==> src/rtl/dma_dev_if.sv <==
// Device-side DMA interface: command FSM, write/read word FIFOs, controller handshake.
// Optional watchdog enabled by defining DMA_DEV_TIMEOUT_EN.

module dma_dev_fifo #(
    parameter int AW = 2,
    parameter int W  = 16
) (
    input  logic          clk,
    input  logic          reset,
    input  logic          clr_i,
    input  logic          push_i,
    input  logic [W-1:0]  push_dat_i,
    input  logic          pop_i,
    output logic [W-1:0]  head_o,
    output logic [AW:0]   count_o
);
    localparam logic [AW:0] DEPTH = (AW+1)'(1) << AW;

    logic [W-1:0]  mem_q [2**AW];
    logic [AW-1:0] wr_ptr_q, rd_ptr_q;
    logic [AW:0]   cnt_q, cnt_d;
    logic          push_ok, pop_ok;

    assign push_ok = push_i && (cnt_q != DEPTH);
    assign pop_ok  = pop_i && (cnt_q != '0);

    always_comb begin
        cnt_d = cnt_q;
        if (push_ok && !pop_ok)
            cnt_d = cnt_q + (AW+1)'(1);
        else if (pop_ok && !push_ok)
            cnt_d = cnt_q - (AW+1)'(1);
    end

    always_ff @(posedge clk or posedge reset) begin
        if (reset) begin
            wr_ptr_q <= '0;
            rd_ptr_q <= '0;
            cnt_q    <= '0;
        end else if (clr_i) begin
            wr_ptr_q <= '0;
            rd_ptr_q <= '0;
            cnt_q    <= '0;
        end else begin
            if (push_ok) wr_ptr_q <= wr_ptr_q + AW'(1);
            if (pop_ok)  rd_ptr_q <= rd_ptr_q + AW'(1);
            cnt_q <= cnt_d;
        end
    end

    always_ff @(posedge clk) begin
        if (push_ok) mem_q[wr_ptr_q] <= push_dat_i;
    end

    // An empty FIFO presents zero so the data outputs are clean out of reset.
    assign head_o  = (cnt_q == '0) ? '0 : mem_q[rd_ptr_q];
    assign count_o = cnt_q;
endmodule

module dma_dev_if #(
    parameter int FIFO_AW = 2,
    parameter int TIMEOUT = 1024
) (
    input  logic        clk,
    input  logic        reset,
    input  logic        cmd_valid,
    output logic        cmd_ready,
    input  logic        cmd_rd_wr,
    input  logic [16:0] cmd_addr,
    input  logic [15:0] cmd_words,
    input  logic        src_valid,
    input  logic [15:0] src_data,
    output logic        src_ready,
    output logic        snk_valid,
    output logic [15:0] snk_data,
    input  logic        snk_ready,
    output logic        rqst,
    output logic        rd_wr,
    output logic [16:0] start_addr,
    output logic [15:0] num_words,
    output logic        dev_ack,
    output logic [15:0] dev_data,
    input  logic        dma_ack,
    input  logic        end_flag,
    input  logic        error_flag,
    input  logic [15:0] dma_data,
    output logic        busy,
    output logic        done,
    output logic        err,
    output logic        timeout
);
    typedef enum logic [2:0] {IDLE, REQ, XFER, DONE, ERR} state_t;

    localparam logic [FIFO_AW:0] DEPTH = (FIFO_AW+1)'(1) << FIFO_AW;
    localparam logic [FIFO_AW:0] TWO   = (FIFO_AW+1)'(2);
    localparam logic [FIFO_AW:0] ONE   = (FIFO_AW+1)'(1);

    state_t        state_q;
    logic          rd_wr_q, rqst_q, done_q, err_q, to_q;
    logic [16:0]   addr_q;
    logic [15:0]   words_q, rem_q;

    logic          accept, xfer_ack, fifo_clr, to_hit;
    logic          wf_push, wf_pop, rf_push, rf_pop;
    logic [15:0]   wf_head, rf_head;
    logic [FIFO_AW:0] wf_count, rf_count;
    logic          wr_go, rd_go;

    assign accept   = (state_q == IDLE) && cmd_valid;
    // Strobes after the last word are ignored so the FIFOs never over-run.
    assign xfer_ack = (state_q == XFER) && dma_ack && (rem_q != 16'd0);
    assign fifo_clr = accept || (state_q == ERR);

    assign src_ready = !rd_wr_q && (wf_count != DEPTH) &&
                       ((state_q == REQ) || (state_q == XFER));
    assign wf_push   = src_valid && src_ready;
    assign wf_pop    = xfer_ack && !rd_wr_q;
    assign rf_push   = xfer_ack && rd_wr_q;
    assign snk_valid = (rf_count != '0);
    assign rf_pop    = snk_valid && snk_ready;

    dma_dev_fifo #(.AW(FIFO_AW), .W(16)) u_wr_fifo (
        .clk(clk), .reset(reset), .clr_i(fifo_clr),
        .push_i(wf_push), .push_dat_i(src_data), .pop_i(wf_pop),
        .head_o(wf_head), .count_o(wf_count)
    );

    dma_dev_fifo #(.AW(FIFO_AW), .W(16)) u_rd_fifo (
        .clk(clk), .reset(reset), .clr_i(fifo_clr),
        .push_i(rf_push), .push_dat_i(dma_data), .pop_i(rf_pop),
        .head_o(rf_head), .count_o(rf_count)
    );

    // Write side keeps a spare word queued because the controller consumes one cycle late.
    assign wr_go   = (wf_count >= TWO) || ((wf_count >= ONE) && (rem_q <= 16'd1));
    assign rd_go   = (rf_count <= (DEPTH - TWO));
    assign dev_ack = (state_q == XFER) && (rem_q != 16'd0) && (rd_wr_q ? rd_go : wr_go);

`ifdef DMA_DEV_TIMEOUT_EN
    logic [15:0] wd_cnt_q;

    assign to_hit = (state_q == XFER) && !dma_ack && (wd_cnt_q == 16'(TIMEOUT - 1));

    always_ff @(posedge clk or posedge reset) begin
        if (reset)
            wd_cnt_q <= '0;
        else if ((state_q != XFER) || dma_ack || to_hit)
            wd_cnt_q <= '0;
        else
            wd_cnt_q <= wd_cnt_q + 16'd1;
    end
`else
    assign to_hit = 1'b0;
`endif

    always_ff @(posedge clk or posedge reset) begin
        if (reset) begin
            state_q <= IDLE;
            rd_wr_q <= 1'b0;
            addr_q  <= '0;
            words_q <= '0;
            rem_q   <= '0;
            rqst_q  <= 1'b0;
            done_q  <= 1'b0;
            err_q   <= 1'b0;
            to_q    <= 1'b0;
        end else begin
            rqst_q <= 1'b0;
            done_q <= 1'b0;
            if (xfer_ack) rem_q <= rem_q - 16'd1;
            unique case (state_q)
                IDLE: if (accept) begin
                    rd_wr_q <= cmd_rd_wr;
                    addr_q  <= cmd_addr;
                    words_q <= cmd_words;
                    rem_q   <= cmd_words;
                    err_q   <= 1'b0;
                    to_q    <= 1'b0;
                    rqst_q  <= 1'b1;
                    state_q <= REQ;
                end
                REQ: state_q <= XFER;
                XFER: begin
                    if (error_flag) begin
                        err_q   <= 1'b1;
                        state_q <= ERR;
                    end else if (end_flag) begin
                        done_q  <= 1'b1;
                        state_q <= DONE;
                    end else if (to_hit) begin
                        err_q   <= 1'b1;
                        to_q    <= 1'b1;
                        state_q <= ERR;
                    end
                end
                DONE:    state_q <= IDLE;
                ERR:     state_q <= IDLE;
                default: state_q <= IDLE;
            endcase
        end
    end

    assign cmd_ready  = (state_q == IDLE);
    assign busy       = (state_q != IDLE);
    assign rqst       = rqst_q;
    assign done       = done_q;
    assign err        = err_q;
    assign timeout    = to_q;
    assign rd_wr      = rd_wr_q;
    assign start_addr = addr_q;
    assign num_words  = words_q;
    assign dev_data   = wf_head;
    assign snk_data   = rf_head;
endmodule

==> config.mk <==
export PLATFORM = sky130hd
export DESIGN_NAME = dma_dev_if
export DESIGN_NICKNAME = d
export VERILOG_FILES = /design/src/rtl/dma_dev_if.sv
export SDC_FILE = /design/constraint.sdc
export NUM_CORES = 1
export LEC_CHECK = 0
export CAP_MARGIN = 20
export CORE_ASPECT_RATIO = 1.25
export CORE_MARGIN = 5
export CORE_UTILIZATION = 45
export CTS_BUF_LIST = sky130_fd_sc_hd__clkbuf_16
export DETAILED_ROUTE_END_ITERATION = 6
export GPL_TIMING_DRIVEN = 0
export PLACE_DENSITY = 0.7
export SYNTH_ARGS = -nofsm -noshare
export SYNTH_HDL_FRONTEND = slang
export SYNTH_SLANG_ARGS = --single-unit
==> constraint.sdc <==
create_clock -name clk -period 5.7 [get_ports clk]
set_input_delay 1.14 -clock clk [delete_from_list [all_inputs] [get_ports clk]]
set_output_delay 1.14 -clock clk [all_outputs]
set_load 0.02 [all_outputs]
==> results of run 1 <==
[power by group through the flow]
stage / registers, uW / logic [uW] / clock network, uW
CTS: 2020 / 2130 / 1240
global route: 2050 / 2270 / 1290
detailed placement: 2040 / 2120 / 0
floorplan: 2150 / 1110 / 0
finish: 2020 / 2090 / 1200
global placement: 2020 / 2080 / 0
[cells by family (layout without fill, tap and decap cells)]
kind of cell | after synthesis | count (layout) | synth area share (%)
and+or+nand+nor | 226 | 226 | 13.9
DFF | 198 | 198 | 66.8
AOI/OAI and AO/OA | 44 | 44 | 3.09
buffers and inverters | 41 | 221 | 2.21
muxes | 38 | 38 | 9.33
xor gates and xnor gates | 21 | 21 | 2.19
adders and majority gates | 16 | 16 | 2.45
other | 1 | 1 | 0.0447
[area by class of cell]
cell class | instances | area (um2)
fill | 1439 | 7490
sequential | 198 | 5600
multi-input combinational | 346 | 2600
timing repair buffer | 148 | 1480
clock buffer | 17 | 425
tap | 228 | 285
clock inverter | 15 | 170
buffer | 25 | 125
inverter | 16 | 62.6
[routing by layer]
| layer | global-route usage, % | wire, um | vias up |
|---|---|---|---|
| met3 | 5.44 | 1060 | 18 |
| li1 | - | - | 2438 |
| met4 | 5.52 | 219 | 0 |
| met5 | 0 | 0 | - |
| met2 | 30.7 | 9470 | 136 |
| met1 | 19.2 | 7170 | 2557 |
[cell usage in the layout (no fill, tap or decap), drive strengths merged, types with 6 or more instances in the layout]
cell type | synthesis | layout
clkdlybuf4s50 | 0 | 147
edfxtp | 128 | 128
nand2 | 115 | 115
dfrtp | 70 | 70
nor2b | 34 | 34
mux4 | 32 | 32
clkbuf | 12 | 29
nor2 | 21 | 21
inv | 16 | 21
o21ai | 20 | 20
ha | 14 | 14
buf | 13 | 14
xor2 | 13 | 13
a21oi | 12 | 12
nor3 | 11 | 11
and3 | 8 | 8
xnor2 | 8 | 8
and2 | 7 | 7
nand3 | 7 | 7
clkinv | 0 | 7
nand4 | 6 | 6
[through the flow]
step | cells | cell area, um2 | worst slack [ps] | power [uW]
detailed placement | 961 | 10100 | 2030 | 4170
global placement | 960 | 10100 | 1660 | 4110
global route | 993 | 10700 | 1380 | 5620
CTS | 993 | 10700 | 1530 | 5390
floorplan | 585 | 8380 | 2790 | 3270
finish | 993 | 10700 | 1600 | 5310
[registers in the layout (all words and copies together), names as in the netlist]
name	cells
done	1
err	1
num_words	16
rd_wr	1
rem_q	16
rqst	1
start_addr	17
state_q	3
u_rd_fifo.count_o	3
u_rd_fifo.mem_q	64
u_rd_fifo.rd_ptr_q	2
u_rd_fifo.wr_ptr_q	2
u_wr_fifo.count_o	3
u_wr_fifo.mem_q	64
u_wr_fifo.rd_ptr_q	2
u_wr_fifo.wr_ptr_q	2
[path summary, 6_finish.rpt]
| kind | startpoint | endpoint | slack [ps] |
|---|---|---|---|
| min reg2reg | start_addr[3]$_DFFE_PP0P_ | start_addr[3]$_DFFE_PP0P_ | 470 |
| max | rem_q[0]$_DFF_PP0_ | dev_ack | 1600 |
| min in group asynchronous | reset | start_addr[0]$_DFFE_PP0P_ | 1260 |
| max reg2reg | rem_q[0]$_DFF_PP0_ | u_rd_fifo.mem_q[2][7]$_DFFE_PP_ | 2920 |
| min | start_addr[3]$_DFFE_PP0P_ | start_addr[3]$_DFFE_PP0P_ | 470 |
| max in group asynchronous | reset | u_wr_fifo.rd_ptr_q[0]$_DFFE_PP0P_ | 3870 |
[worst register-to-register path, cell delays in order, from the launching register on]
cell	delay, ps
dfrtp_1	420
inv_1	100
ha_1	220
nor4b_1	150
nand4_2	210
clkbuf_1	470
and3_1	840
==> results.toml, run 1 <==
[synthesis]
ys_async_sr_fraction_pct = 35.4
yosysTopAreaCellShare_pct = 45.9
syn-cell-area_um2 = 8380
synth.most_common_cell = "edfxtp_1"
syn_avg_cell_area_um2 = 14.3
seq_area_frac_synth_pct = 66.8
postSynthCellCount = 585
synth_cell_types = 53
ys_top_cells_by_area = "edfxtp_1, dfrtp_1, mux4_2"
synth_fp_nets = 674
synth-seq-cells = 198
ys_top_cells_by_count = "edfxtp_1, nand2_1, dfrtp_1"
synth_largest_area_cell = "edfxtp_1"
synth_edf_count = 128
yosysWarnings = 0
synth-main-ff-cell = "edfxtp_1"

[grt]
grt_max_degree = 71
grt_pass1_vias = 5750
grtUsageTotal_pct = 17.1
antenna_found_initial = 0
overflow = 0
grt_pass1_wl_um = 29200

[worst_setup_path]
path_buf_inv = 3
path_depth = 8
crit_type = "reg -> out"
worstRegToRegCells = 6
worst-path-max-fanout = 10
worstSetupStartpointType = "flip-flop"
worstPathArrival_ps = 2960
cp_slowest_cell = "clkdlybuf4s50_1"
crit_chain = "inv_1 > ha_1 > nor4b_1 > nand4_2 > clkbuf_1 > nand4_1 > a21oi_1 > clkdlybuf4s50_1"
crit_path_end_kind = "primary output"
path_delay_family = "buffers and inverters"
slowest_delay_ps = 630
cp.required_ps = 4560

[die]
die_y_um = 163
start_util_pct = 46.0
die_x_um = 132
die-area_um2 = 21500
num_rows = 55
ios = 149
coreArea_um2 = 18200

[route]
avgRoutedWirePerCell_um = 18.0
firstDrtPassIters = 4
drc_errors = 0
drt-total-wl_um = 17900
vias_per_cell = 5.19
ant_nets = 0
vias = 5149
drt_iter0_drc = 296

[pwr]
switching_share_pct = 35.1
power_frac_clock_pct = 22.6
switchingPower_uw = 1870
combinationalPowerShare_pct = 39.4
pwr-share-seq_pct = 38.0
power.internal_uw = 3450
irDropWorstVdd_uv = 308
powerDensity_nw_per_um2 = 495
p_leak_uw = 0.00404

[sta]
finalCritPeriodShare_pct = 71.9
setup_violations = 0
min_period_ps = 4100
setup_tns_ps = 0
whs_ps = 473
relSlewSlack_pct = 41.4
worst_slew_pin_slew_ps = 879
hold_viol = 0
finClkSkew_ps = 11.5
max_freq_mhz = 244
slew_viol_final = 0
rsz0062_at_grt = "false"

[clocking]
numCtsBuffers = 17
cts_root_buf = "clkbuf_16"
cts_resized = 0
cts_sinks = 198
clkTransAtPathRegs_ps = 70
cts_tree = "built"
clk-insertion-delay-late_ps = 430
cts_setup_buffers = 0
holdBufCountCts = 0
clock_path_buffers = 2
htreeDepth = 4

[final_layout]
postLayoutCoreUtil_pct = 58.9
num_antenna_cells = 0
nNetsFinal = 841
syn2layout_area_growth_pct = 28.2
drive_above_1_share_pct = 12.4

[hold_path]
hold_class = "reg -> reg"
worstHoldPathCells = 2

[placement]
numPortBuffers = 147
gp_congestion = 0.810
hpwlAfterDp_um = 12600

[run_status]
status = "completed"

[job]
drv_cap = 0
(Power assumes the default switching activity.)
==> run 2: changes to the inputs <==
Settings changed: PLACE_DENSITY 0.7 to 0.73.
Clock period 5.7 ns to 3.5 ns, I/O delays scaled along.
==> results.toml, run 2 (synthesized netlist as in run 1, its figures left out) <==
[route]
ant_nets = 0
drc_errors = 0
drt_iter0_drc = 273
avgRoutedWirePerCell_um = 17.4
firstDrtPassIters = 4
drt-total-wl_um = 17200
vias = 5169
vias_per_cell = 5.22

[worst_setup_path]
cp_slowest_cell = "clkdlybuf4s50_1"
worstSetupStartpointType = "flip-flop"
worst-path-max-fanout = 10
path_buf_inv = 3
crit_path_end_kind = "primary output"
crit_type = "reg -> out"
path_delay_family = "buffers and inverters"
slowest_delay_ps = 570
cp.required_ps = 2800
worstPathArrival_ps = 2620
crit_chain = "buf_2 > clkbuf_4 > mux4_2 > nor2b_1 > clkdlybuf4s50_1"

[placement]
hpwlAfterDp_um = 12200
numPortBuffers = 147
dp_cells = 961
gp_congestion = 0.813

[grt]
grt_pass1_vias = 5478
grt_pass1_wl_um = 28400
grt_max_degree = 71
overflow = 0
antenna_found_initial = 0
grtUsageTotal_pct = 16.5

[die]
die-area_um2 = 21500
num_rows = 55
ios = 149
die_x_um = 132
coreArea_um2 = 18200
die_y_um = 163
start_util_pct = 46.0

[clocking]
clkTransAtPathRegs_ps = 70
cts_root_buf = "clkbuf_16"
numCtsBuffers = 17
cts_tree = "built"
clock_path_buffers = 2
cts_sinks = 198
clk-insertion-delay-late_ps = 430
htreeDepth = 4

[sta]
finClkSkew_ps = 11.8
rsz0062_at_grt = "false"
relSlewSlack_pct = 38.6
min_period_ps = 3320
finalCritPeriodShare_pct = 94.8
hold_viol = 0
max_freq_mhz = 301
worst_slew_pin_slew_ps = 921
slew_viol_final = 0
setup_violations = 0

[pwr]
combinationalPowerShare_pct = 39.4
power.internal_uw = 5620
irDropWorstVdd_uv = 407
powerDensity_nw_per_um2 = 805
pwr-share-seq_pct = 38.0
power_frac_clock_pct = 22.6
switching_share_pct = 35.0
switchingPower_uw = 3020
p_leak_uw = 0.00406

[final_layout]
syn2layout_area_growth_pct = 28.1
nFillCells = 1399
layout_commonest_cell = "clkdlybuf4s50_1"
final_cell_mix = "clkdlybuf4s50_1, edfxtp_1, nand2_1"
multi_input_area_um2 = 2610
postLayoutCoreUtil_pct = 58.9
nNetsFinal = 839
stdcell_count = 991
area.sequential_um2 = 5600
num_antenna_cells = 0
drive_above_1_share_pct = 12.8

[hold_path]
hold_class = "reg -> reg"

[run_status]
status = "completed"

[job]
drv_cap = 0
==> run 2: changes by cell type in the layout (fill, tap and decap cells not counted), moves of 2 or more <==
cell / previous run / this run
clkbuf_1: 12 / 8
inv_6: 4 / 8
clkinv_4: 3 / 0
buf_2: 11 / 9
clkbuf_2: 0 / 2
clkbuf_4: 0 / 2
==> run 2: worst paths after layout <==
kind	start	to	slack (ps)	cells past startpoint
setup / recovery	u_rd_fifo.rd_ptr_q[0]$_DFFE_PP0P_	snk_data[14]	180	5
hold / removal	start_addr[2]$_DFFE_PP0P_	start_addr[2]$_DFFE_PP0P_	480	2
setup reg to reg	rem_q[0]$_DFF_PP0_	u_rd_fifo.count_o[1]$_DFFE_PP0P_	800	9
hold reg to reg	start_addr[2]$_DFFE_PP0P_	start_addr[2]$_DFFE_PP0P_	480	2
max in group asynchronous	reset	rem_q[0]$_DFF_PP0_	2100	2
min in group asynchronous	reset	start_addr[16]$_DFFE_PP0P_	820	2
==> run 2: power by group through the flow <==
stage	Clock, uW	Sequential [uW]	Combinational, uW
after global routing	2120	3340	3720
after global placement	0	3290	3380
after detailed placement	0	3320	3450
after floorplan	0	3510	1810
final	1950	3280	3410
after CTS	2000	3280	3470
==> run 2: final cells by class <==
| cell class | count | share of cell area (%) |
|---|---|---|
| multi-input cells | 346 | 24.3 |
| inverters | 16 | 0.582 |
| flip-flops and latches | 198 | 52.1 |
| plain buffers | 23 | 1.16 |
| well taps | 228 | 2.66 |
| repair buffers | 148 | 13.7 |
| clock inverters | 15 | 1.51 |
| clock buffers | 17 | 3.96 |
==> run 2: worst register-to-register path: cells and delay by family, from the launching register on <==
kind | cells | cell delay, ps
buffers and inverters | 2 | 220
AOI/OAI and AO/OA | 2 | 170
and+or+nand+nor | 3 | 1130
adders and majority gates | 2 | 610
DFF | 1 | 420
==> run 2: routing by layer <==
metal / wire length, um / up-vias / global-route usage [%]
li1: - / 2445 / -
met1: 6900 / 2544 / 19.5
met2: 9020 / 159 / 28.9
met3: 1110 / 21 / 5.69
met4: 203 / 0 / 4.16
met5: 0 / - / 0
==> run 2: what timing repair did <==
action                     CTS  global route
setup endpoints to repair   20            18
resized for setup            4             3
setup buffers                0             0
hold buffers                 0             0
pin swaps                    0             0
==> run 2: metrics by stage <==
step	cell area [um2]	TNS [ps]	hold WS [ps]	worst slack (ps)	power [uW]
6_report	10700	0	477	181	8640
3_3_place_gp	10100	-6230	459	-94.4	6670
2_1_floorplan	8380	0	489	1030	5320
4_1_cts	10700	0	482	6.46	8750
5_1_grt	10700	0	499	6.27	9170
3_5_place_dp	10100	0	462	302	6770
